### config.mk
export PLATFORM = sky130hd
export DESIGN_NAME = mux_scan
export DESIGN_NICKNAME = d
export VERILOG_FILES = /design/src/rtl/mux_pkg.sv /design/src/rtl/dwell_counter.sv /design/src/rtl/mux_scan.sv
export SDC_FILE = /design/constraint.sdc
export NUM_CORES = 1
export LEC_CHECK = 0
export BUFFER_PORTS_ARGS = -buffer_cell sky130_fd_sc_hd__clkbuf_2
export CAP_MARGIN = 30
export CORE_MARGIN = 1
export CORE_UTILIZATION = 34
export CTS_CLUSTER_SIZE = 14
export DETAILED_ROUTE_END_ITERATION = 7
export PLACE_DENSITY_LB_ADDON = 0.08
export SLEW_MARGIN = 20
export SYNTH_ARGS = -nofsm -noshare
export SYNTH_HDL_FRONTEND = slang
export SYNTH_HIERARCHICAL = 1
export SYNTH_SLANG_ARGS = --single-unit
### constraint.sdc
create_clock -name Clk -period 3.8 [get_ports Clk]
set_input_delay 0.38 -clock Clk [delete_from_list [all_inputs] [get_ports Clk]]
set_output_delay 0.38 -clock Clk [all_outputs]
set_load 0.02 [all_outputs]
### src/rtl/mux_pkg.sv
// Shared types and helpers for the scanning multiplexer.
package mux_pkg;

    typedef enum logic [1:0] {
        ST_IDLE   = 2'd0,
        ST_MANUAL = 2'd1,
        ST_SCAN   = 2'd2
    } state_e;

    typedef enum logic {
        MODE_MANUAL = 1'b0,
        MODE_SCAN   = 1'b1
    } mode_e;

    // Width of a channel index; never below one bit.
    function automatic int unsigned sel_width(input int unsigned n);
        return (n > 1) ? $clog2(n) : 1;
    endfunction

endpackage

### src/rtl/dwell_counter.sv
// Counts enabled cycles modulo DWELL; wrap marks the last cycle of a dwell.
module dwell_counter #(
    parameter int unsigned DWELL = 16
) (
    input  logic Clk,
    input  logic Rst_n,
    input  logic en,
    input  logic clr,
    output logic wrap
);

    localparam int unsigned CNT_W = (DWELL > 1) ? $clog2(DWELL) : 1;
    localparam logic [CNT_W-1:0] LAST = CNT_W'(DWELL - 1);

    logic [CNT_W-1:0] cnt;

    assign wrap = en && !clr && (cnt == LAST);

    always_ff @(posedge Clk) begin
        if (!Rst_n) begin
            cnt <= '0;
        end else if (clr) begin
            cnt <= '0;
        end else if (en) begin
            cnt <= (cnt == LAST) ? '0 : cnt + CNT_W'(1);
        end
    end

endmodule

### src/rtl/mux_scan.sv
// N-channel registered multiplexer with manual selection or round-robin scan.
module mux_scan
    import mux_pkg::*;
#(
    parameter  int unsigned WIDTH    = 8,
    parameter  int unsigned CHANNELS = 4,
    parameter  int unsigned DWELL    = 16,
    localparam int unsigned SEL_W    = sel_width(CHANNELS)
) (
    input  logic                      Clk,
    input  logic                      Rst_n,
    input  logic [CHANNELS*WIDTH-1:0] Data_in,
    input  logic [SEL_W-1:0]          Select,
    input  logic                      Mode,
    input  logic                      Enable,
    output logic [WIDTH-1:0]          Y,
    output logic                      Y_valid,
    output logic [SEL_W-1:0]          Ch_out,
    output logic                      Switch_pulse,
    output logic                      Sel_err
);

    state_e             state_q, state_d;
    logic [SEL_W-1:0]   ch_q, ch_d, next_ch;
    logic [WIDTH-1:0]   y_d, cur_data;
    logic               y_valid_d, switch_d, sel_err_d;
    logic               cnt_en, cnt_clr, wrap;
    logic               sel_ok;

    dwell_counter #(
        .DWELL (DWELL)
    ) u_dwell (
        .Clk   (Clk),
        .Rst_n (Rst_n),
        .en    (cnt_en),
        .clr   (cnt_clr),
        .wrap  (wrap)
    );

    // Data slice of the channel currently held in the channel register.
    always_comb begin
        cur_data = '0;
        for (int unsigned c = 0; c < CHANNELS; c++) begin
            if (ch_q == SEL_W'(c)) begin
                cur_data = Data_in[c*WIDTH +: WIDTH];
            end
        end
    end

    assign sel_ok  = 32'(Select) < CHANNELS;
    assign next_ch = (ch_q == SEL_W'(CHANNELS - 1)) ? '0 : ch_q + SEL_W'(1);

    always_ff @(posedge Clk) begin
        if (!Rst_n) begin
            state_q <= ST_IDLE;
        end else begin
            state_q <= state_d;
        end
    end

    always_comb begin
        state_d   = state_q;
        ch_d      = ch_q;
        y_d       = Y;
        y_valid_d = 1'b0;
        switch_d  = 1'b0;
        sel_err_d = 1'b0;
        cnt_en    = 1'b0;
        cnt_clr   = 1'b0;

        if (!Enable) begin
            state_d = ST_IDLE;
        end else begin
            y_d       = cur_data;
            y_valid_d = 1'b1;
            if (Mode == MODE_SCAN) begin
                state_d = ST_SCAN;
                cnt_en  = 1'b1;
                // The edge that leaves manual mode never advances the channel.
                if (wrap && (state_q != ST_MANUAL)) begin
                    ch_d     = next_ch;
                    switch_d = 1'b1;
                end
            end else begin
                state_d = ST_MANUAL;
                cnt_clr = 1'b1;
                if (!sel_ok) begin
                    sel_err_d = 1'b1;
                end else if (Select != ch_q) begin
                    ch_d     = Select;
                    switch_d = 1'b1;
                end
            end
        end
    end

    always_ff @(posedge Clk) begin
        if (!Rst_n) begin
            Y            <= '0;
            Y_valid      <= 1'b0;
            ch_q         <= '0;
            Switch_pulse <= 1'b0;
            Sel_err      <= 1'b0;
        end else begin
            Y            <= y_d;
            Y_valid      <= y_valid_d;
            ch_q         <= ch_d;
            Switch_pulse <= switch_d;
            Sel_err      <= sel_err_d;
        end
    end

    assign Ch_out = ch_q;

endmodule

Yosys cells after proc, flatten, opt, wreduce, memory -nomap -nowiden
Index checks and enable logic that the tools add are counted.
Storage, ports and cells
  register bits: 18
  input port bits: 38
  output and inout port bits: 13
  word-level logic and storage cells: 43
Operators by class
  add/sub/neg operators: 2
  equal/unequal tests: 7
  muxes and demuxes: 18
  bitwise gates (word level): 1
  reduce and logical (&&, ||, !) cells: 9
Operators by type and width (count)
  two-way mux 8 bit: 4
  two-way mux 2 bit: 5
  two-way mux 1 bit: 8
  adder 4 x 1 -> 4 bit, second input constant: 1
  == test 2 bit, second input constant: 2
  == test 4 bit, second input constant: 1
  two-way mux 4 bit: 1
  != test 2 x 1 -> 1 bit, second input constant: 2
  logical AND 1 bit: 3
  AND reduction 3 bit: 1
  adder 2 x 1 -> 2 bit, second input constant: 1
  == test 2 x 1 -> 1 bit, second input constant: 1
  zero test 2 bit: 1
  != test 2 bit: 1
  AND reduction 2 bit: 1
  nonzero test 2 bit: 1
  OR reduction 2 bit: 1
  zero test 1 bit: 1
  inverter 1 bit: 1

Longest topological paths before layout
Gate-level depths: netlist of the first run.
  depth after elaboration: 8
  mapped depth: 7
  depth with buffers taken out: 6

Modules after synthesis
Netlist of the first run, hierarchy kept.
By module, submodules not included
  mux_scan: times used 1, cells an instance 99, area an instance 830.8 sq um
  dwell_counter: times used 1, cells an instance 19, area an instance 178.9 sq um

Worst setup path before layout of the first run
Ideal clock, no wire load.
  path kind: register -> register
  start: reg ch_q[1], in the netlist Ch_out[1]
  end: reg Y[0]
  library setup time: 74 ps
  arrival time: 1569 ps
  required time: 3726 ps
  path slack: 2157 ps
  cell stages (with the launch flop): 8
  path buffers: 1
  clock period less this slack: 1643 ps
  cells stage by stage: dfxtp_1 inv_1 ha_1 buf_6 nor2b_4 a221oi_1 a211o_1 a31oi_1
Between the ends
  word-level cells in the longest chain between the ends: 5
  elaborated cells on any way between the ends: 8
  classes of those cells: eq/ne (3); mux (4); reduce/logical (1)
Ends and longest elaborated chain
  start: declaration: RTL line mux_scan.sv:24  | logic [SEL_W-1:0] ch_q, ch_d, next_ch;
  start signal: assignment: RTL line mux_scan.sv:107  | ch_q <= ch_d;
  zero test 2 bit: RTL line mux_scan.sv:44  | if (ch_q == SEL_W'(c)) begin
  two-way mux 8 bit (3 in a row): RTL line mux_scan.sv:44
  two-way mux 8 bit *: RTL line mux_scan.sv:44
  end signal: assignment: RTL line mux_scan.sv:105  | Y <= y_d;
  end: declaration: RTL line mux_scan.sv:16  | output logic [WIDTH-1:0] Y,
Mark *: on every way between the ends. The rest lies on a longest branch, timed or not.
A chain may end at the register's enable or synchronous reset.

Final worst setup path of the first run
  start: reg ch_q[1], in the netlist Ch_out[1]
  end: reg Y[6]
The elaborated chain is that of the path after synthesis.

==> flow_summary.ini, run 1 <==
[clock_network]
hold_buffers = 0
clkTransAtPathRegs_ps = 110
clock-sinks = 18
h-tree-depth = 1
post_cts.repair.setup_buffers = 0
root_buffer = clkbuf_4
cts_inserted_buffers = 3
cts_tree = yes
insertion_delay_ps = 290
ctsLongestPathBuffers = 2
cts_resized = 0

[place]
io_buffer_count = 49
routabilityCongestion = 0.721
dp_slack_ps = 1880
post_dp_cell_area_um2 = 1250
dp_hpwl_mm = 1.88

[detailed_routing]
drt_wl_total_mm = 2.43
wl_per_cell_um = 12.5
dr.pass1.iters = 4
viasPerCell = 4.97
drt_iter0_markers = 17
ant_nets = 0
drc = 0
vias = 964

[floorplanning]
io_pins = 51
die_x_um = 56.5
num_rows = 19
start_util = 0.363
die_area_um2 = 3190
die_y_um = 56.5
core_um2 = 2780

[worst_setup_path]
slowest_delay_ps = 440
cp.arrival_ps = 2020
startpoint_type = flip-flop
cp_num_buf_inv = 1
cp_cell_sequence = inv_1 -> ha_1 -> nor2b_4 -> a221oi_1 -> a211o_1 -> a31oi_1
crit_slowest_cell = dfxtp_1
path_delay_family = compound AO/OA/AOI/OAI gates
critPathKind = flip-flop to flip-flop
crit_fanout = 10
required_ps = 4020
cp-end-kind = flip-flop

[power]
vdd_ir_drop_max_uv = 189
power_density_nw_per_um2 = 354
leakagePower_nw = 0.633

[logic_synthesis]
synth_top_family_by_area = compound AO/OA/AOI/OAI gates
yosysSeqAreaShare = 0.357
synth_ff_type = dfxtp_1
synth_mux_area_frac = 0.00991
synth-xor-area-share = 0.0434
synthArstFlopShare = 0
synth_seq_cells = 18
synthSimpleGateAreaFrac = 0.156
yosysTopAreaCell = dfxtp_1
netlist_area_um2 = 1010
syn_area_per_cell_um2 = 8.56
synth_top_area_frac = 0.357
syn_nets = 161
synth_enable_flop_cells = 0
synth_cell_types = 30
yosys.area_share.adder = 0.0620
synth_area_leaders = dfxtp_1, a221oi_1, ha_1
synth-compound-area-share = 0.280
syn_inst = 118
yosys_warnings = 6

[layout]
fin_area_um2 = 1280
antenna_cells = 0
syn_to_final_growth_pct = 27.0
nets = 207
fillCellCount = 301
drive_gt1_frac = 0.350

[timing]
clock.fmax_ghz = 0.556
rsz0062_at_grt = false
setup_slack_ps = 2000
relSlewSlack = 0.596
post-route-period-util = 0.473
tightest_slew_ps = 606
slew_viol_final = 0
period_needed_ps = 1800
finalSetupTns_ps = 0
clock_skew_ps = 2.62
hold_violations = 0
setup_viol = 0

[global_routing]
antenna_found_initial = 0
grt_pass1_vias = 926
track_usage = 0.161
grt_pass1_wl_mm = 3.94
grt_max_degree = 21
grt.overflow.total = 0

[min_path]
hp-class = input port to flip-flop

[job]
drv_cap = 0

[run_status]
outcome = finished clean
-- state kept, by name, indices dropped and copies added, names as in the netlist --
signal and cells:
state_q 2, Y 8, Ch_out 2, u_dwell/cnt 4
Y_valid 1, Switch_pulse 1
-- worst paths after layout --
| check | end | slack, ps | depth (start not counted) | startpoint |
|---|---|---|---|---|
| max | Y[6] | 2000 | 6 | Ch_out[1] |
| min | Y[2] | 320 | 3 | Data_in[26] |
| max reg2reg | Y[6] | 2000 | 6 | Ch_out[1] |
| min reg2reg | Y[2] | 540 | 2 | Y[2] |
-- report_power, final --
| part | switching, mW | internal (mW) | total (mW) |
|---|---|---|---|
| clock network | 0.0611 | 0.0583 | 0.119 |
| logic | 0.0677 | 0.0573 | 0.125 |
| registers | 0.00801 | 0.201 | 0.209 |
| total | 0.137 | 0.317 | 0.454 |
-- routing by layer --
metal,up-vias,GRT usage,wire length (um)
met5,-,0,0
met4,0,0.0523,14
met3,2,0.0645,168
met2,30,0.271,1170
met1,420,0.184,1080
li1,512,-,-
-- cells in the final DEF (no fill, tap or decap), types with 4 or more instances in the layout --
| master | count |
|---|---|
| a211o_1 | 7 |
| a21oi_1 | 4 |
| a221oi_1 | 9 |
| a31oi_1 | 7 |
| clkbuf_2 | 49 |
| dfxtp_1 | 18 |
| ha_1 | 5 |
| inv_1 | 11 |
| nand2_1 | 9 |
| nor2_1 | 5 |
| o21ai_0 | 8 |
| xor2_1 | 4 |
-- cell type report --
cell class,instances,area (um2),share of cell area
well taps,31,38.8,0.0302
flip-flops and latches,18,360,0.281
inverters,11,41.3,0.0322
repair buffers,49,245,0.191
multi-input cells,81,561,0.437
clock buffers,4,36.3,0.0283
-- synthesized netlist by cell type (all sizes together), types with 4 or more instances --
library cell,number
a21oi,4
o21ai,10
inv,11
xor2,4
nor2,6
dfxtp,18
a31oi,7
nand2,9
a221oi,9
nor2b,4
ha,5
a211o,7
buf,5
-- logic make-up (layout without fill, tap and decap cells) --
group | after synthesis | count (layout)
adder cells (fa/ha/maj) | 5 | 5
other | 1 | 1
XOR/XNOR | 5 | 5
multiplexers | 1 | 1
flip-flops | 18 | 18
AO/OA/AOI/OAI | 40 | 40
buffers and inverters | 19 | 64
AND/OR/NAND/NOR | 29 | 29
-- worst register-to-register path, stage by stage, from the launching register on --
cell and delay [ps]:
dfxtp_1 440, inv_1 110, ha_1 340, nor2b_4 250, a221oi_1 120, a211o_1 310, a31oi_1 170
-- metrics by stage --
stage          std cells  total power [mW]  utilization  hold slack [ps]
3_5_place_dp         190             0.339        0.448              518
5_1_grt              194             0.485        0.461              301
2_1_floorplan        118             0.297            -              484
3_3_place_gp         190             0.338        0.448              509
6_report             194             0.454        0.461              320
4_1_cts              194             0.461        0.461              310
(Power assumes the default switching activity.)
==> run 2, diff against run 1 <==
- ABC_AREA: unset -> 1
- clock period: 3.8 -> 1.8 ns (I/O delays scaled with it)
==> run 2 against run 1 <==
  * Maximum frequency rose by 16%
  * Global-route usage rose by 1.9 points
  * Combinational power rose by 110%
  * Die area rose by 9.3%
  * Synthesized area rose by 9.7%
  * Design area rose by 9.6%
  * First-iteration DRC count rose to 3.1 times the previous value
  * Highest routed layer unchanged
  * Critical endpoint is now Y[1]
  * Sequential cell count did not move
  * Setup slack got worse by 1800 ps
  * Clock power rose by 120%
  * Critical path type unchanged
  * Via count rose by 29%
==> flow_summary.ini, run 2 <==
[layout]
syn_to_final_growth_pct = 26.9
fillCellCount = 362
top_regs = Y: 8 flops, u_dwell/cnt: 4 flops
drive_gt1_frac = 0.269
largest_register_ffs = 8
antenna_cells = 0
seq_area_um2 = 360
utilization = 0.457
mostFrequentLayoutCell = nand2_1
multi_input_area_um2 = 648
stdcell_count = 271
final_cell_mix = nand2_1, clkbuf_2, nor2_1, a21oi_1, dfxtp_1
nets = 271
top_register = Y

[power]
total_power_uw = 953
power_density_nw_per_um2 = 678
comb_power_share = 0.272
p_switching_uw = 306
seqPwrFrac = 0.460
vdd_ir_drop_max_uv = 332
p_int_uw = 647
leakagePower_nw = 0.751
p_sw_frac = 0.321
p_clk_frac = 0.268

[clock_network]
clock-sinks = 18
insertion_delay_ps = 290
hold_buffers = 0
post_cts.repair.setup_buffers = 0
clkTransAtPathRegs_ps = 110
h-tree-depth = 1
ctsLongestPathBuffers = 2
cts_resized = 0
cts_inserted_buffers = 3
cts_tree = yes
root_buffer = clkbuf_4

[timing]
setup_viol = 0
clock.fmax_ghz = 0.646
hold_violations = 0
clock_skew_ps = 2.23
slew_viol_final = 0
finalSetupTns_ps = 0
period_needed_ps = 1550
post-route-period-util = 0.861
rsz0062_at_grt = false

[logic_synthesis]
synth_enable_flop_cells = 0
synth_top_area_frac = 0.325
yosysMostFrequentCell = nand2_1
synth_area_leaders = dfxtp_1, nand2_1, a21oi_1
syn_area_per_cell_um2 = 6.15
netlist_area_um2 = 1110
syn_nets = 223
syn_inst = 180
synth_seq_cells = 18
synth_common_cells = nand2_1, a21oi_1, nor2_1
synthArstFlopShare = 0
synth_cell_types = 20
yosysTopAreaCell = dfxtp_1
yosysSeqAreaShare = 0.325
yosys_warnings = 6
synth_ff_type = dfxtp_1

[global_routing]
antenna_found_initial = 0
grt_max_degree = 18
grt_pass1_wl_mm = 4.77
grt_pass1_vias = 1209
track_usage = 0.180
grt.overflow.total = 0

[detailed_routing]
ant_nets = 0
dr.pass1.iters = 4
wl_met1_mm = 1.22
viasPerCell = 4.58
vias = 1241
wl_per_cell_um = 10.0
drc = 0
top_layer_used = met4
drt_iter0_markers = 53
drt_wl_total_mm = 2.71
wl_met3_um = 104
wl_met2_mm = 1.35

[floorplanning]
core_um2 = 3080
start_util = 0.360
die_x_um = 59.1
io_pins = 51
die_area_um2 = 3490
num_rows = 20
die_y_um = 59.1

[worst_setup_path]
crit_start = Ch_out[1]
crit_slowest_cell = dfxtp_1
required_ps = 2030
crit_fanout = 9
cp.arrival_ps = 1780
cp_cell_sequence = inv_1 -> ha_1 -> inv_2 -> nand3_1 -> nand2_1 -> nand2_1 -> nand2_1 -> nand2_1 -> a21oi_1
cp-end-kind = flip-flop
path_delay_family = flip-flops
critPathKind = flip-flop to flip-flop
slowest_delay_ps = 430
crit_path_frequent_cell = nand2_1
startpoint_type = flip-flop
cp_num_buf_inv = 2
rr_startpoint = Ch_out[1]

[place]
routabilityCongestion = 0.908
placedCellCount = 267
dp_hpwl_mm = 2.21
io_buffer_count = 49

[min_path]
hp-class = input port to flip-flop
hp-start = Rst_n

[run_status]
outcome = finished clean

[job]
drv_cap = 0
==> run 2: cell count changes after synthesis, moves of 7 or more <==
cell      change
nand2_1      +58
a221oi_1      -9
a31oi_1       -7
a21oi_1      +19
nand3_1      +12
nor2_1       +18
a211o_1       -7
==> run 2: final timing paths <==
| path | end | slack, ps | depth (start not counted) |
|---|---|---|---|
| max reg2reg | Y[1] | 250 | 9 |
| min | Ch_out[1] | 140 | 3 |
| max | Y[1] | 250 | 9 |
| min reg2reg | Y[1] | 470 | 2 |
==> run 2: logic make-up after synthesis <==
kind of cell | share of synthesized area
AOI/OAI and AO/OA | 0.137
other | 0.00339
and+or+nand+nor | 0.389
adders and majority gates | 0.0565
buffers and inverters | 0.0893
DFF | 0.325
==> run 2: power groups by stage <==
stage / sequential [mW] / clock, mW / combinational [mW]
floorplan: 0.471 / 0 / 0.146
global placement: 0.447 / 0 / 0.259
detailed placement: 0.447 / 0 / 0.261
CTS: 0.438 / 0.269 / 0.262
global route: 0.441 / 0.285 / 0.298
finish: 0.438 / 0.256 / 0.259
==> run 2: per-layer routing <==
| layer | global-route usage | up-vias |
|---|---|---|
| met4 | 0.0816 | 0 |
| met3 | 0.0284 | 4 |
| met5 | 0 | - |
| met1 | 0.200 | 552 |
| met2 | 0.333 | 27 |
| li1 | - | 658 |
==> run 2: through the flow <==
stage               hold WS [ps]  area, um2  worst slack [ps]
floorplan                    252       1110               356
global placement             448       1370               302
detailed placement           461       1370               280
CTS                          130       1410               245
global route                 128       1410              87.9
finish                       137       1410               251
==> run 2: cell type report <==
| cell class | count | share of cell area |
|---|---|---|
| multi-input combinational | 140 | 0.461 |
| sequential | 18 | 0.256 |
| timing repair buffer | 49 | 0.175 |
| inverter | 16 | 0.0427 |
| tap | 44 | 0.0392 |
| clock buffer | 4 | 0.0258 |
==> run 2: worst min-delay path, delay by kind of cell <==
| family | cells | cell delay [ps] |
|---|---|---|
| buffers and inverters | 1 | 120 |
| and+or+nand+nor | 2 | 100 |
